===== config.mk =====
export PLATFORM = sky130hd
export DESIGN_NAME = ct_route
export DESIGN_NICKNAME = d
export VERILOG_FILES = /design/src/rtl/ct_pkg.sv /design/src/rtl/ct_skid.sv /design/src/rtl/ct_route.sv
export SDC_FILE = /design/constraint.sdc
export NUM_CORES = 1
export LEC_CHECK = 0
export BUFFER_PORTS_ARGS = -buffer_cell sky130_fd_sc_hd__buf_2
export CORE_MARGIN = 2
export CORE_UTILIZATION = 27
export CTS_CLUSTER_DIAMETER = 120
export CTS_CLUSTER_SIZE = 40
export DETAILED_ROUTE_END_ITERATION = 10
export PLACE_DENSITY = 0.46
export REMOVE_ABC_BUFFERS = 1
export SLEW_MARGIN = 20
export SYNTH_ARGS = -nofsm -noshare
export SYNTH_HDL_FRONTEND = slang
export SYNTH_HIERARCHICAL = 1
export SYNTH_SLANG_ARGS = --single-unit
export TNS_END_PERCENT = 100

===== constraint.sdc =====
create_clock -name clk -period 2.54 [get_ports clk]
set_clock_uncertainty 0.05 [all_clocks]
set_input_delay 0.381 -clock clk [delete_from_list [all_inputs] [get_ports clk]]
set_output_delay 0.381 -clock clk [all_outputs]
set_load 0.02 [all_outputs]

===== src/rtl/ct_pkg.sv =====
// ct_pkg: shared types and helpers for the ct_* crossbar blocks.
// Holds the routing state encoding and a constant-safe clog2.
package ct_pkg;

    typedef enum logic {
        S_SOP  = 1'b0,
        S_BODY = 1'b1
    } route_state_t;

    function automatic int clog2(input int n);
        int r;
        r = 0;
        while ((1 << r) < n)
            r++;
        return r;
    endfunction

endpackage


===== src/rtl/ct_skid.sv =====
// ct_skid: 2-entry FIFO register slice with a fully registered o_ready.
// Ports: i_data/i_valid/o_ready upstream, o_data/o_valid/i_ready downstream.
module ct_skid #(
    parameter int WIDTH = 8
) (
    input  logic             clk,
    input  logic             reset,
    input  logic [WIDTH-1:0] i_data,
    input  logic             i_valid,
    output logic             o_ready,
    output logic [WIDTH-1:0] o_data,
    output logic             o_valid,
    input  logic             i_ready
);

    logic [WIDTH-1:0] head;
    logic [WIDTH-1:0] tail;
    logic [1:0]       count;
    logic [1:0]       count_nxt;
    logic             push;
    logic             pop;

    assign push    = i_valid && o_ready;
    assign pop     = o_valid && i_ready;
    assign o_valid = (count != 2'd0);
    assign o_data  = head;

    always_comb begin
        count_nxt = count;
        if (push && !pop)
            count_nxt = count + 2'd1;
        else if (pop && !push)
            count_nxt = count - 2'd1;
    end

    // o_ready is a register, so a push is never offered while count is 2.
    always_ff @(posedge clk or posedge reset) begin
        if (reset) begin
            head    <= '0;
            tail    <= '0;
            count   <= 2'd0;
            o_ready <= 1'b0;
        end else begin
            count   <= count_nxt;
            o_ready <= (count_nxt < 2'd2);
            if (pop) begin
                if (count == 2'd2)
                    head <= tail;
                else if (push)
                    head <= i_data;
            end else if (push) begin
                if (count == 2'd0)
                    head <= i_data;
                else
                    tail <= i_data;
            end
        end
    end

endmodule


===== src/rtl/ct_route.sv =====
// ct_route: packet-aware 1-to-RADIX router with input skid buffer.
// Ports: clk, reset, i_data/i_valid/o_ready upstream,
//        o_data/o_valid/i_ready per port, o_drop pulse on discard.
module ct_route
    import ct_pkg::*;
#(
    parameter int RADIX    = 2,
    parameter int WIDTH    = 8,
    parameter int EOP_LOC  = 0,
    parameter int DEST_LOC = 1
) (
    input  logic                   clk,
    input  logic                   reset,
    input  logic [WIDTH-1:0]       i_data,
    input  logic                   i_valid,
    output logic                   o_ready,
    output logic [RADIX*WIDTH-1:0] o_data,
    output logic [RADIX-1:0]       o_valid,
    input  logic [RADIX-1:0]       i_ready,
    output logic                   o_drop
);

    localparam int RADBITS = clog2(RADIX);
    localparam logic [RADBITS:0] RAD_LIM = (RADBITS + 1)'(RADIX);

    logic [WIDTH-1:0]   head;
    logic               head_valid;
    logic               consume;
    logic               eop;
    logic [RADBITS-1:0] dest;
    logic               oor;

    route_state_t       state;
    route_state_t       state_nxt;
    logic [RADBITS-1:0] sel;
    logic [RADBITS-1:0] sel_nxt;
    logic               drop_flag;
    logic               drop_flag_nxt;
    logic [RADBITS-1:0] route_idx;
    logic               drop_eff;

    ct_skid #(
        .WIDTH (WIDTH)
    ) u_skid (
        .clk     (clk),
        .reset   (reset),
        .i_data  (i_data),
        .i_valid (i_valid),
        .o_ready (o_ready),
        .o_data  (head),
        .o_valid (head_valid),
        .i_ready (consume)
    );

    assign eop    = head[EOP_LOC];
    assign dest   = head[DEST_LOC +: RADBITS];
    // Widened compare; constant-false when RADIX is a power of two.
    assign oor    = ({1'b0, dest} >= RAD_LIM);
    assign o_data = {RADIX{head}};

    always_comb begin
        route_idx = sel;
        drop_eff  = drop_flag;
        if (state == S_SOP) begin
            route_idx = dest;
            drop_eff  = oor;
        end
    end

    always_comb begin
        o_valid = '0;
        for (int k = 0; k < RADIX; k++)
            o_valid[k] = head_valid && !drop_eff &&
                         (route_idx == RADBITS'(k));
    end

    // Dropped beats drain without looking at any i_ready.
    assign consume = drop_eff ? head_valid : |(o_valid & i_ready);
    assign o_drop  = head_valid && (state == S_SOP) && oor;

    always_comb begin
        state_nxt     = state;
        sel_nxt       = sel;
        drop_flag_nxt = drop_flag;
        unique case (state)
            S_SOP: begin
                if (consume) begin
                    if (!oor)
                        sel_nxt = dest;
                    if (!eop) begin
                        state_nxt     = S_BODY;
                        drop_flag_nxt = oor;
                    end
                end
            end
            S_BODY: begin
                if (consume && eop) begin
                    state_nxt     = S_SOP;
                    drop_flag_nxt = 1'b0;
                end
            end
            default: state_nxt = S_SOP;
        endcase
    end

    always_ff @(posedge clk or posedge reset) begin
        if (reset) begin
            state     <= S_SOP;
            sel       <= '0;
            drop_flag <= 1'b0;
        end else begin
            state     <= state_nxt;
            sel       <= sel_nxt;
            drop_flag <= drop_flag_nxt;
        end
    end

endmodule


==> results of run 1 <==
[final timing paths]
check	endpoint	depth (start not counted)
setup / recovery	u_skid/o_data[5]$_DFFE_PP0P_	9
hold reg to reg	u_skid/tail[2]$_DFFE_PP0P_	1
setup reg to reg	u_skid/o_data[5]$_DFFE_PP0P_	9
max in group asynchronous	u_skid/o_data[6]$_DFFE_PP0P_	3
hold / removal	u_skid/tail[5]$_DFFE_PP0P_	2
min in group asynchronous	asynchronous set/reset pin	3
[cell families (layout without fill, tap and decap cells)]
| logic type | count (synthesis) | count (layout) | share of synthesized area, % |
|---|---|---|---|
| and+or+nand+nor | 16 | 16 | 10.1 |
| muxes | 27 | 27 | 25.9 |
| other | 1 | 1 | 0.323 |
| AOI/OAI and AO/OA | 8 | 8 | 4.63 |
| adders and majority gates | 5 | 5 | 5.38 |
| buffers and inverters | 17 | 49 | 8.40 |
| DFF | 21 | 21 | 45.2 |
[power breakdown]
part | internal [mW] | leakage [nW] | switching [mW]
clock | 0.109 | 0.0255 | 0.108
combinational | 0.497 | 0.426 | 0.568
sequential | 0.506 | 0.250 | 0.113
[synth_stat cells (all sizes together)]
cell type  number  area share, %
nor3            3            2.7
mux2           25             24
nand3b          2            2.4
inv             8            2.6
conb            1           0.32
dfrtp          21             45
a21oi           3            1.3
nor2b           2            1.1
a221oi          1           0.75
buf             9            5.8
and2            1           0.65
ha              5            5.4
a2bb2oi         1           0.75
a31oi           1           0.54
nand2           3           0.97
and2b           1           0.75
a211oi          1           0.65
a21o            1           0.65
nor3b           1           0.65
nor2            3           0.97
mux2i           2            1.7
[flip-flops by register name, summed over array words and instances (netlist names), named ones only]
| register | count |
|---|---|
| sel | 1 |
| u_skid/o_ready | 1 |
| u_skid/count | 1 |
| u_skid/o_data | 8 |
| u_skid/tail | 8 |
[routing by layer]
metal	wire [um]	part of all wire, %	vias up
li1	-	-	386
met1	1040	46	372
met2	1080	48	28
met3	126	5.6	0
met4	0	0	0
met5	0	0	-
[per-stage QoR]
step	utilization (%)	TNS, ns	hold slack (ns)
3_5_place_dp	32.9	0	0.204
4_1_cts	34.3	0	0.305
6_report	34.7	0	0.319
2_1_floorplan	-	-0.547	0.0722
5_1_grt	34.7	-0.0116	0.314
3_3_place_gp	32.9	0	0.197
[final cells by class]
type | count | area, um^2
clock inverter | 1 | 5.00
sequential | 21 | 526
multi-input combinational | 57 | 539
tap | 50 | 62.6
timing repair buffer | 37 | 203
fill | 405 | 2650
clock buffer | 3 | 41.3
inverter | 8 | 30.0
[timing repair]
item	4_1_cts	5_1_grt
endpoints found under the hold margin	2	0
setup buffers	0	2
endpoints found under the setup margin	0	8
hold buffers	1	0
==> flow_summary.toml, run 1 <==
[outcome]
run_status = "complete, no violations"

[min_path]
timing.hold.worst.start = "i_data[5]"
hold_class = "input pin to flop"

[cts]
root_buffer = "clkbuf_8"
cts.path.max_buffers = 2
cts-buffers-inserted = 3
clk-insertion-delay-late_ns = 0.26
clock_pin_slew_worst_setup_and_hold_paths_ns = 0.08
clock_net_sink_count = 21
clock_tree_from_tritoncts = "built"
cts_repair_resize_count = 0
h_tree_depth = 1

[routing]
route.detailed.drc = 0
drt-initial-drc-count = 12
drt.antenna.violating_nets = 0
dr.pass1.iters = 4
routed_via_density = 4.44
dr_total_vias = 786
aggregate_routed_wire_length_mm = 2.25
avgRoutedWirePerCell_um = 12.7

[worst_setup_path]
worst-setup-path-type = "flop to flop"
top_delay_family_on_crit_path = "multiplexers"
timing.critical_path.to_type = "flop"
cp.required_ns = 2.63
timing.critical_path.from = "u_skid/o_data[1]$_DFFE_PP0P_"
worst-endpoint-arrival_ns = 2.45
reg2reg_setup_slack_ns = 0.18
crit_path_top_delay_cell = "dfrtp_1"
crit_chain = "mux2i_1, mux2i_1, nor2b_1, nor2b_1, inv_1, ha_1, nor3_4, buf_4, mux2_2"
slowest_delay_ns = 0.44
rr_startpoint = "u_skid/o_data[1]$_DFFE_PP0P_"
cp_max_fo = 6
cp_num_buf_inv = 2
startpoint_class_of_the_critical_path = "flop"

[grt]
grt_first_pass_wirelength_mm = 3.77
groute.usage.overall_pct = 9.53
globalRoute.totalOverflow = 0
antenna_found_initial = 0
busiest_layer_in_global_routing = "met2"
grt_max_degree = 20
vias_in_the_first_global_route = 777
grt.met1_usage_pct = 12.5
grtUsageMet2_pct = 16.6
met3_grt_util_pct = 2.03

[floorplanning]
core_um2 = 4060
die_height_um = 69.6
design.die.area_um2 = 4850
initial_core_util_pct = 28.6
chipWidth_um = 69.6
placementRows = 23
design.portCount = 33

[place]
detailed_place_hpwl_mm = 1.69
dpl.cell_count = 170
gp_congestion = 0.785
pre_cts_setup_slack_ns = 0.0283
numPortBuffers = 31
placedInstanceArea_um2 = 1340

[sta]
slew_viol_final = 0
postLayoutSetupSlackWorst_ns = 0.179
final_period_minus_worst_setup_slack_ns = 2.36
fmaxAchievable_mhz = 424
final-hold-violation-count = 0
number_of_failing_setup_endpoints_in_the_final_timing_report = 0
worst_slew_pin_slew_ns = 0.737
timing.slew.headroom_pct = 50.8
fin_crit_share_pct = 92.9

[yosys]
netlist_instances = 95
synth_area_per_cell_um2 = 12.2
ys_seq_elements = 21
post_synth_instance_area_um2 = 1160
yosys.cell_types.count = 24
sequential_area_share_after_synthesis_pct = 45.2
synth-warning-count = 6

[power_and_ir_drop]
pwr_density_nw_per_um2 = 1350
total_leakage_power_nw = 0.701
totalPowerFinal_mw = 1.90
ir_drop_mv = 0.508

[layout]
layout.cells.non_filler = 177
synthesis_to_layout_area_growth_pct = 21.0
final_nets = 146
stdcell_area_um2 = 1410
antennaDiodeCount = 0
most-common-layout-cells = "buf_2, mux2_2, dfrtp_1"
layout-drive-gt1-share_pct = 55.1
final_common_cell = "buf_2"

[job]
drv_cap = 0
No activity file was read; power rests on OpenSTA's default activity.
==> run 2: changes to the inputs <==
SYNTH_HIERARCHICAL = not set   (was 1)
==> run 2 against run 1 <==
  * Routed wire length up 3.4%
  * Synthesized area increased by 0.11%
  * Setup slack better by 0.16 ns
  * Critical path depth decreased by 2
  * Die area up 0.11%
  * Largest cell class is now flip-flops and latches
==> flow_summary.toml, run 2 <==
[yosys]
synth.top_cell.area_share_pct = 45.2
synth-main-ff-cell = "dfrtp_1"
synth_area_per_cell_um2 = 10.7
synth-warning-count = 0
post_synthesis_simple_gate_area_fraction_pct = 10.2
post_synth_instance_area_um2 = 1160
fraction_of_the_mapped_netlist_area_in_adder_cells_pct = 5.38
ys_seq_elements = 21
largest_family_of_logic_cells_by_synthesized_area = "multiplexers"
async_flop_share_pct = 100
post_synth_edffs = 0
netlist_instances = 109
post_synth_xor_area_fraction_pct = 0
synth_commonest_cells = "dfrtp_1, nand2_1, buf_4, o21ai_0"
synthMuxAreaShare_pct = 20.8
synth-compound-area-share_pct = 7.96
yosys.cell_types.count = 27
sequential_area_share_after_synthesis_pct = 45.2
synthMostInstantiatedCell = "dfrtp_1"
ys_top_cells_by_area = "dfrtp_1, mux2_4, mux2_1, buf_4, nand2_1"
synth_largest_area_cell = "dfrtp_1"

[cts]
clock_net_sink_count = 21
clock_tree_from_tritoncts = "built"
cts.path.max_buffers = 2
cts_repair_resize_count = 0
clock_pin_slew_worst_setup_and_hold_paths_ns = 0.08
clk-insertion-delay-late_ns = 0.26
root_buffer = "clkbuf_8"
cts-buffers-inserted = 3
postCtsHoldBufs = 0
post_cts_buffers = 0
h_tree_depth = 1

[floorplanning]
initial_core_util_pct = 28.5
chipWidth_um = 69.7
design.die.area_um2 = 4850
placementRows = 23
design.portCount = 33
core_um2 = 4090
die_height_um = 69.7

[worst_setup_path]
crit_chain = "mux2i_1, mux2i_1, nor2_1, inv_1, ha_1, a211o_1, mux2_4"
worst-endpoint-arrival_ns = 2.29
cp_max_fo = 8
startpoint_class_of_the_critical_path = "flop"
critical-path-top-cell-by-count = "mux2i_1"
crit_path_top_delay_cell = "a211o_1"
worst-setup-path-type = "flop to flop"
timing.critical_path.to_type = "flop"
cp.required_ns = 2.64
slowest_delay_ns = 0.40

[sta]
fin_crit_share_pct = 86.5
worst_slew_pin_slew_ns = 0.820
unrepaired_setup_endpoints_after_global_routing = "no"
tns_ns = 0
final_period_minus_worst_setup_slack_ns = 2.20
number_of_failing_setup_endpoints_in_the_final_timing_report = 0
timing.slew.headroom_pct = 45.3
fmaxAchievable_mhz = 455
slew_viol_final = 0
postLayoutSetupSlackWorst_ns = 0.342
final-hold-violation-count = 0

[job]
drv_cap = 0

[routing]
dr_total_vias = 793
drt-initial-drc-count = 16
route.detailed.drc = 0
dr.pass1.iters = 3
avgRoutedWirePerCell_um = 12.9
routed_via_density = 4.38
aggregate_routed_wire_length_mm = 2.33
drt.antenna.violating_nets = 0

[layout]
final_nets = 150
filler_cell_count = 444
final_util_pct = 32.7
synthesis_to_layout_area_growth_pct = 14.9
ff_latch_area_um2 = 526
most-common-layout-cells = "buf_2, dfrtp_1, nand2_1"
stdcell_area_um2 = 1340
antennaDiodeCount = 0
final_common_cell = "buf_2"
multiInputGateArea_um2 = 519
layout-drive-gt1-share_pct = 34.4

[outcome]
run_status = "complete, no violations"

[power_and_ir_drop]
total_leakage_power_nw = 0.689
pwr_density_nw_per_um2 = 1420
ir_drop_mv = 0.451
totalPowerFinal_mw = 1.89

[grt]
grt_max_degree = 22
globalRoute.totalOverflow = 0
grt_first_pass_wirelength_mm = 3.97
groute.usage.overall_pct = 10.3
antenna_found_initial = 0
vias_in_the_first_global_route = 832

[place]
detailed_place_hpwl_mm = 1.70
gp_congestion = 0.687
numPortBuffers = 31
pre_cts_setup_slack_ns = 0.331
placedInstanceArea_um2 = 1290

[min_path]
hold_class = "input pin to asynchronous set/reset pin"
run 2: changes by cell type after synthesis, sizes merged, moves of 2 or more:
cell / before / now
o21ai: 0 / 10
nand2: 3 / 17
nand3b: 2 / 0
mux2: 25 / 17
buf: 9 / 14
inv: 8 / 6
run 2: cell families after synthesis:
group,count (synthesis)
simple gates,27
other cells,1
flops,21
compound gates,16
mux,19
fa+ha+maj,5
buf+inv,20
run 2: worst paths after layout:
check                                           start                            to  slack [ns]  depth (start not counted)
max                                              flop  u_skid.o_data[4]$_DFFE_PP0P_        0.34                          7
min                                             reset  u_skid.o_data[1]$_DFFE_PP0P_        0.22                          2
max reg2reg                                      flop  u_skid.o_data[4]$_DFFE_PP0P_        0.34                          7
min reg2reg                u_skid.tail[0]$_DFFE_PP0P_    u_skid.tail[0]$_DFFE_PP0P_        0.44                          1
max in group asynchronous                       reset    u_skid.tail[7]$_DFFE_PP0P_        1.71                          2
min in group clk                            i_data[7]    u_skid.tail[7]$_DFFE_PP0P_        0.30                          2
run 2: metrics by stage:
stage          hold slack (ns)  cells
2_1_floorplan            0.308     95
3_3_place_gp             0.417    177
3_5_place_dp             0.425    177
4_1_cts                  0.267    181
5_1_grt                  0.294    181
6_report                 0.221    181
run 2: layout make-up:
cell class	instances	share of cell area, %
timing repair buffer	32	12.2
inverter	6	1.68
sequential	21	39.3
multi-input combinational	68	38.8
clock buffer	4	3.37
tap	50	4.68
run 2: routing by layer:
metal  track usage, %  up-vias  routed length [um]
li1                 -      399                   -
met1             12.6      376                1040
met2             17.1       16                1170
met3             2.47        2                 100
met4             4.70        0                  17
met5                0        -                   0
run 2: report_power, final:
part           leakage (nW)  total, mW  switching (mW)  internal, mW
clock network        0.0228      0.222           0.110         0.112
logic                 0.413       1.06           0.589         0.468
registers             0.253      0.615           0.108         0.507
run 2: critical path, delay by kind of cell, from the launching register on:
family | cells | cell delay, ns
compound gates | 1 | 0.40
fa+ha+maj | 1 | 0.20
buf+inv | 1 | 0.10
flops | 1 | 0.38
mux | 3 | 0.80
simple gates | 1 | 0.15
